[src/rtl/sel_dec_pkg.sv]
// Shared types and constants for the select decoder / sweep sequencer.
package sel_dec_pkg;

    localparam int DWELL_CNT_W = 8;

    typedef enum logic [1:0] {
        IDLE  = 2'd0,
        SWEEP = 2'd1,
        FIN   = 2'd2
    } state_t;

endpackage

[src/rtl/select_decoder_seq_if.sv]
// Request/select bundle between a controller and select_decoder_seq.
interface select_decoder_seq_if #(
    parameter int N_OUT = 7,
    parameter int IDX_W = $clog2(N_OUT + 1)
);
    logic             mode;
    logic             idx_valid;
    logic [IDX_W-1:0] idx;
    logic             start;
    logic             hold;
    logic [N_OUT-1:0] sel_out;
    logic             busy;
    logic             done;
    logic             err;

    modport master (
        output mode, idx_valid, idx, start, hold,
        input  sel_out, busy, done, err
    );

    modport slave (
        input  mode, idx_valid, idx, start, hold,
        output sel_out, busy, done, err
    );
endinterface

[src/rtl/onehot_dec.sv]
// Combinational index decode: 0 or out-of-range -> all zeros, k -> bit k-1.
module onehot_dec #(
    parameter int N_OUT = 7,
    parameter int IDX_W = $clog2(N_OUT + 1)
) (
    input  logic [IDX_W-1:0] idx,
    output logic [N_OUT-1:0] onehot
);
    always_comb begin
        onehot = '0;
        for (int i = 0; i < N_OUT; i++) begin
            onehot[i] = (int'(idx) == i + 1);
        end
    end
endmodule

[src/rtl/select_decoder_seq.sv]
// One-hot select driver with a direct decode path and a timed sweep.
// Build option: SEL_DEC_RANGE_CHECK_EN enables the out-of-range err pulse.
//
//   state | meaning
//   IDLE  | accepts direct decode (mode=0) or sweep start (mode=1)
//   SWEEP | walks one line per DWELL cycles, bit 0 upward; hold freezes
//   FIN   | one-cycle done pulse, all lines off, returns to IDLE
module select_decoder_seq
    import sel_dec_pkg::*;
#(
    parameter int N_OUT = 7,
    parameter int IDX_W = $clog2(N_OUT + 1),
    parameter int DWELL = 1
) (
    input  logic               clk,
    input  logic               rst_n,
    select_decoder_seq_if.slave bus
);
    localparam logic [DWELL_CNT_W-1:0] DWELL_LAST = DWELL_CNT_W'(DWELL - 1);
    localparam logic [N_OUT-1:0]       FIRST_LINE = {{(N_OUT-1){1'b0}}, 1'b1};

    state_t                 state_q, state_nxt;
    logic [N_OUT-1:0]       sel_q, sel_nxt;
    logic [DWELL_CNT_W-1:0] cnt_q, cnt_nxt;
    logic                   done_q, done_nxt;
    logic [N_OUT-1:0]       dec_sel;
    logic                   direct_req;

    onehot_dec #(
        .N_OUT (N_OUT),
        .IDX_W (IDX_W)
    ) u_dec (
        .idx    (bus.idx),
        .onehot (dec_sel)
    );

    assign direct_req = (state_q == IDLE) && !bus.mode && bus.idx_valid;

    always_ff @(posedge clk) begin
        if (!rst_n) begin
            state_q <= IDLE;
            sel_q   <= '0;
            cnt_q   <= '0;
            done_q  <= 1'b0;
        end else begin
            state_q <= state_nxt;
            sel_q   <= sel_nxt;
            cnt_q   <= cnt_nxt;
            done_q  <= done_nxt;
        end
    end

    always_comb begin
        state_nxt = state_q;
        sel_nxt   = sel_q;
        cnt_nxt   = cnt_q;
        done_nxt  = 1'b0;
        unique case (state_q)
            IDLE: begin
                if (bus.mode && bus.start) begin
                    state_nxt = SWEEP;
                    sel_nxt   = FIRST_LINE;
                    cnt_nxt   = '0;
                end else if (direct_req) begin
                    sel_nxt = dec_sel;
                end
            end
            SWEEP: begin
                if (!bus.hold) begin
                    if (cnt_q == DWELL_LAST) begin
                        cnt_nxt = '0;
                        // Last line expiring ends the sweep with every line off.
                        if (sel_q[N_OUT-1]) begin
                            state_nxt = FIN;
                            sel_nxt   = '0;
                            done_nxt  = 1'b1;
                        end else begin
                            sel_nxt = sel_q << 1;
                        end
                    end else begin
                        cnt_nxt = cnt_q + 1'b1;
                    end
                end
            end
            FIN: begin
                state_nxt = IDLE;
            end
            default: begin
                state_nxt = IDLE;
                sel_nxt   = '0;
                cnt_nxt   = '0;
            end
        endcase
    end

`ifdef SEL_DEC_RANGE_CHECK_EN
    logic err_q;

    always_ff @(posedge clk) begin
        if (!rst_n) begin
            err_q <= 1'b0;
        end else begin
            err_q <= direct_req && (int'(bus.idx) > N_OUT);
        end
    end

    assign bus.err = err_q;
`else
    assign bus.err = 1'b0;
`endif

    assign bus.sel_out = sel_q;
    assign bus.busy    = (state_q != IDLE);
    assign bus.done    = done_q;
endmodule

[src/flat_wrapper.sv]
// flat-port wrapper written by rule: the top's interface ports become plain ports
module select_decoder_seq_flat import sel_dec_pkg::*;
#(
    parameter int N_OUT = 7,
    parameter int IDX_W = $clog2(N_OUT + 1),
    parameter int DWELL = 1
)
  (clk, rst_n, bus_mode, bus_idx_valid, bus_idx, bus_start, bus_hold, bus_sel_out, bus_busy, bus_done, bus_err);
  select_decoder_seq_if #(.N_OUT(N_OUT), .IDX_W(IDX_W)) bus_i ();
  input  logic clk;
  input  logic rst_n;
  input wire logic [$bits(bus_i.mode)-1:0] bus_mode;
  input wire logic [$bits(bus_i.idx_valid)-1:0] bus_idx_valid;
  input wire logic [$bits(bus_i.idx)-1:0] bus_idx;
  input wire logic [$bits(bus_i.start)-1:0] bus_start;
  input wire logic [$bits(bus_i.hold)-1:0] bus_hold;
  output wire logic [$bits(bus_i.sel_out)-1:0] bus_sel_out;
  output wire logic [$bits(bus_i.busy)-1:0] bus_busy;
  output wire logic [$bits(bus_i.done)-1:0] bus_done;
  output wire logic [$bits(bus_i.err)-1:0] bus_err;
  assign bus_i.mode = bus_mode;
  assign bus_i.idx_valid = bus_idx_valid;
  assign bus_i.idx = bus_idx;
  assign bus_i.start = bus_start;
  assign bus_i.hold = bus_hold;
  assign bus_sel_out = bus_i.sel_out;
  assign bus_busy = bus_i.busy;
  assign bus_done = bus_i.done;
  assign bus_err = bus_i.err;
  select_decoder_seq #(.N_OUT(N_OUT), .IDX_W(IDX_W), .DWELL(DWELL)) u_core (.clk(clk), .rst_n(rst_n), .bus(bus_i));
endmodule
[config.mk]
export PLATFORM = sky130hd
export DESIGN_NAME = select_decoder_seq_flat
export DESIGN_NICKNAME = d
export VERILOG_FILES = /design/src/rtl/sel_dec_pkg.sv /design/src/rtl/select_decoder_seq_if.sv /design/src/rtl/onehot_dec.sv /design/src/rtl/select_decoder_seq.sv /design/src/flat_wrapper.sv
export SDC_FILE = /design/constraint.sdc
export NUM_CORES = 1
export LEC_CHECK = 0
export CAP_MARGIN = 20
export CORE_UTILIZATION = 50
export CTS_CLUSTER_SIZE = 40
export DETAILED_ROUTE_END_ITERATION = 12
export PLACE_DENSITY = 0.77
export SLEW_MARGIN = 5
export SYNTH_ARGS = -nofsm -noshare
export SYNTH_HDL_FRONTEND = slang
export SYNTH_SLANG_ARGS = --single-unit
[constraint.sdc]
create_clock -name clk -period 1.96 [get_ports clk]
set_input_delay 0.294 -clock clk [delete_from_list [all_inputs] [get_ports clk]]
set_output_delay 0.294 -clock clk [all_outputs]
set_load 0.03 [all_outputs]
### After elaboration in Yosys (flattened, before gate mapping)

Index checks and enable logic that the tools add are counted.

* RAM bits: 0
* memories: 0
* latch bits: 0
* register bits after elaboration: 18
* input bits: 9
* bits in read-only memories: 0
* output and inout port bits: 10
* logic and storage cells: 50

* shift operators: 0
* bitwise logic cells: 4
* add/subtract/negate cells: 1
* divide/modulo/power cells: 0
* muxes and demuxes: 16
* multiply operators: 0
* order comparisons: 0
* reductions and logical operators: 11
* eq/ne operators: 14

Operators with widths (number)
* 7-bit two-way mux: 5
* 8-bit two-way mux: 3
* 8-bit one-hot mux with 3 select lines: 1
* 7-bit one-hot mux with 3 select lines: 1
* 3-bit equality test, second input constant: 4
* 8-bit by 1-bit adder with 8-bit output, second input constant: 1
* 8-bit logical NOT: 1
* 2-bit two-way mux: 4
* 4-bit AND reduction: 2
* 3-bit by 2-bit equality test with 1-bit output, second input constant: 2
* 2-bit by 1-bit != test with 1-bit output, second input constant: 2
* 2-bit != test, second input constant: 2
* 1-bit inverter: 4
* 2-bit one-hot mux with 2 select lines: 1
* 4-bit OR reduction: 1
* 3-bit by 1-bit equality test with 1-bit output, second input constant: 1
* 1-bit logical AND: 3
* 3-bit by 2-bit != test with 1-bit output, second input constant: 1
* 3-bit AND reduction: 1
* 2-bit by 1-bit equality test with 1-bit output, second input constant: 1
* 2-bit equality test, second input constant: 1
* 2-bit logical NOT: 1
* 2-bit nonzero test: 1
* 1-bit logical NOT: 1
* 1-bit two-way mux: 1

### Logic depth before layout (Yosys ltp)

* word-level depth: 6
* gate-level depth with buffers: 7

### Modules after synthesis

Synthesis repeated with hierarchy kept, for this count alone.

* cell total of the unflattened synthesis: 121
* area total of the unflattened synthesis: 1051.0 um2

By module, submodules not included
* select_decoder_seq: cells an instance 114, seq. area each 360.3 um2, area each 991.0 um2, times used 1
* onehot_dec: cells an instance 7, seq. area each 0.0 um2, area each 60.1 um2, times used 1

### Least setup slack after synthesis

No wires, ideal clock.

* path kind: register to register
* start: register u_core.cnt_q[0]
* end: register u_core.sel_q[0] (netlist: u_core.bus.sel_out[0])
* cell stages (with the launch flop): 8
* setup time: 0.117 ns
* setup slack: 0.430 ns
* data arrival time: 1.413 ns
* clock period less this slack: 1.530 ns
* cells stage by stage: dfxtp_1 inv_1 ha_1 nor4b_4 a21oi_2 o21bai_1 buf_6 a32o_1

* word-level cells in the longest chain between the ends: 3

Ends and longest elaborated chain
* start, declared: line select_decoder_seq.sv:24 `logic [DWELL_CNT_W-1:0] cnt_q, cnt_nxt;`
* start signal, assigned: line select_decoder_seq.sv:48 `cnt_q <= cnt_nxt;`
* 8-bit logical NOT: line select_decoder_seq.sv:70 `if (cnt_q == DWELL_LAST) begin`
* 2-bit by 1-bit != test with 1-bit output (no line)
* 4-bit AND reduction (no line)
* end signal, assigned: line select_decoder_seq.sv:47 `sel_q <= sel_nxt;`
* end, declared: line select_decoder_seq.sv:23 `logic [N_OUT-1:0] sel_q, sel_nxt;`

No other way between the ends.
A chain may end at the register's enable or synchronous reset.

### Worst setup path after layout

* start: register u_core.state_q[1]
* end: output bus_busy

* word-level cells in the longest chain between the ends: 1

Ends and longest elaborated chain
* start, declared: line select_decoder_seq.sv:22 `state_t state_q, state_nxt;`
* start signal, assigned: line select_decoder_seq.sv:46 `state_q <= state_nxt;`
* 2-bit nonzero test: line select_decoder_seq.sv:113 `assign bus.busy = (state_q != IDLE);`
* end, declared: line flat_wrapper.sv:18 `output wire logic [$bits(bus_i.busy)-1:0] bus_busy;`

No other way between the ends.

==> flow_metrics.py <==
metrics = {
    "synthesis": {
        "synth-seq-cells": 18,
        "synthesis.nets": 131,
        "synthFlopType": "dfxtp_1",
        "yosysUniqueCellTypes": 42,
        "syn_inst": 120,
        "yosys.area.top_type": "dfxtp_1",
        "synth_area_um2": 1030,
        "ys_seq_area_frac": 0.350,
        "synth_most_common_cell": "dfxtp_1",
        "async_flop_share": 0,
        "synth_top_area_frac": 0.350,
        "synth_edf_count": 0,
        "yosysWarnings": 0,
        "synth_common_cells": "18 x dfxtp_1, 16 x nand2_1, 9 x nor2_1",
        "avgSynthCellArea_um2": 8.59,
        "synthTopCellsByArea": "dfxtp_1 35%, mux2i_1 5.8%, nand2_1 5.8%, a32o_1 4.9%, a21oi_1 3.9%",
    },
    "floorplanning": {
        "die_area_um2": 2250,
        "die_y_um": 47.4,
        "design.core.area_um2": 1940,
        "die_w_um": 47.4,
        "start_util": 0.531,
        "io_pins": 19,
        "std_cell_rows": 16,
    },
    "timing": {
        "finalHoldViolCount": 0,
        "hold_ws_ns": 0.494,
        "fmaxAchievable_mhz": 539,
        "rsz0062_at_grt": "false",
        "setup_viol": 0,
        "final_max_slew_viol_count": 0,
        "period_needed_ns": 1.85,
        "tns_ns": 0,
        "fin_skew_ns": 0.00598,
        "fin_crit_sh": 0.946,
    },
    "power_and_ir_drop": {
        "p_comb_frac": 0.206,
        "p_sw_frac": 0.274,
        "switchingPower_w": 0.000192,
        "cellPowerDensity_nw_per_um2": 548,
        "total_power_w": 0.000700,
        "leakagePower_nw": 0.460,
        "intPower_w": 0.000508,
        "p_seq_frac": 0.538,
        "ir_worst_vdd_mv": 0.372,
        "clkPwrFrac": 0.256,
    },
    "grt": {
        "grt_max_degree": 15,
        "grt_pass1_vias": 894,
        "grt_pass1_wl_mm": 3.68,
        "track_usage": 0.232,
        "overflow": 0,
        "antenna_found_initial": 0,
    },
    "cells_and_area": {
        "syn2layout_area_growth_pct": 23.9,
        "multi_input_area_um2": 611,
        "drive_gt1_frac": 0.126,
        "nFillCells": 166,
        "final_util": 0.658,
        "insertedDiodeCount": 0,
        "nNetsFinal": 156,
        "register_area_um2": 362,
        "design_area_um2": 1280,
    },
    "clock_tree": {
        "path_clk_slew_ns": 0.10,
        "clockBufferDepth": 2,
        "postCtsSetupBuffers": 0,
        "cts-root-buf": "clkbuf_4",
        "htree_levels": 1,
        "cts_hold_buf": 0,
        "clk_latency_ns": 0.28,
        "cts_buffers": 3,
        "cts_sinks": 18,
        "tritoncts": "built",
    },
    "job": {
        "drv_cap": 0,
    },
    "critical_path": {
        "path_class": "register to output pin",
        "cp_data_arrival_time_ns": 1.56,
        "endpoint_kind": "output pin",
        "rr_endpoint": "u_core.cnt_q[6]",
        "cp_data_required_time_ns": 1.67,
        "start_kind": "register",
        "critPathMaxFanout": 10,
        "r2r_cells": 6,
        "r2r_setup_slack_ns": 0.23,
        "cp-startpoint": "u_core.state_q[1]",
        "endpoint": "bus_busy",
        "rr_startpoint": "u_core.cnt_q[0]",
    },
    "status": {
        "outcome": "finished clean",
    },
    "drt": {
        "wl_per_cell_um": 13.6,
        "vias": 973,
        "firstDrtPassIters": 4,
        "first_iter_violations": 19,
        "drc": 0,
        "final_antenna_net_count": 0,
        "wirelength_mm": 2.31,
        "viasPerCell": 5.72,
    },
    "min_path": {
        "min_path_type": "register to register",
        "min_path_cells": 2,
    },
    "place": {
        "place_area_um2": 1250,
        "gp_congestion": 0.867,
        "hpwl_mm": 1.79,
        "port_buffers": 17,
    },
}
[worst max-delay path, stage by stage, from the launching register on]
cell	delay (ns)
dfxtp_2	0.38
or2_2	0.30
clkdlybuf4s50_1	0.59
[cells in the final DEF (no fill, tap or decap), types with 4 or more instances in the layout]
master and count:
a32o_1 5, nand3_1 4, clkdlybuf4s50_1 17, buf_4 8, nand2_1 16, mux2i_1 6
inv_1 5, a21oi_1 8, dfxtp_1 17, nor2_1 9, nor3_1 4
[registers in the layout, summed over array words and instances, names as in the netlist]
name	cells
u_core.bus.sel_out	7
u_core.state_q	2
u_core.bus.done	1
u_core.cnt_q	8
[power by group through the flow]
stage          registers [W]  clock network, W  logic (W)
2_1_floorplan       0.000396                 0  0.0000759
3_3_place_gp        0.000385                 0   0.000140
3_5_place_dp        0.000385                 0   0.000143
4_1_cts             0.000377          0.000184   0.000143
5_1_grt             0.000378          0.000201   0.000155
6_report            0.000377          0.000179   0.000144
[cell families after synthesis]
family,after synthesis,share of synthesized area
compound gates,32,0.229
fa+ha+maj,2,0.0243
simple gates,49,0.260
mux,6,0.0583
xor+xnor,2,0.0170
flops,18,0.350
buf+inv,10,0.0582
other cells,1,0.00364
[layout make-up]
type / count / share of cell area
clock buffer: 3 / 0.0176
sequential: 18 / 0.283
multi-input combinational: 92 / 0.478
tap: 27 / 0.0264
timing repair buffer: 25 / 0.180
inverter: 5 / 0.0147
[worst min-delay path by stage]
| stage | endpoint | from | slack (ns) |
|---|---|---|---|
| 2_1_floorplan | u_core.bus.sel_out[1] | rst_n | 0.44 |
| 3_3_place_gp | u_core.bus.sel_out[3] | u_core.bus.sel_out[3] | 0.47 |
| 3_5_place_dp | u_core.bus.sel_out[5] | u_core.bus.sel_out[5] | 0.48 |
| 4_1_cts | u_core.bus.sel_out[5] | u_core.bus.sel_out[5] | 0.49 |
| 5_1_grt | u_core.bus.sel_out[3] | u_core.bus.sel_out[3] | 0.51 |
| 6_report | u_core.bus.sel_out[5] | u_core.bus.sel_out[5] | 0.49 |
[timing repair]
action / in CTS / in global routing
endpoints found under the setup margin: 0 / 1
resized for setup: 0 / 1
hold endpoints to repair: 0 / 0
[routing by layer]
| metal | part of all wire | GRT usage |
|---|---|---|
| met1 | 0.44 | 0.271 |
| met2 | 0.53 | 0.430 |
| met3 | 0.028 | 0.0340 |
| met4 | 0.0039 | 0.0743 |
| met5 | 0 | 0 |
[through the flow]
stage               worst slack, ns  cells
global route                 0.0564    170
global placement             0.0502    167
finish                        0.106    170
CTS                         0.00581    170
detailed placement           0.0494    167
floorplan                     0.430    120
(Power assumes the default switching activity.)
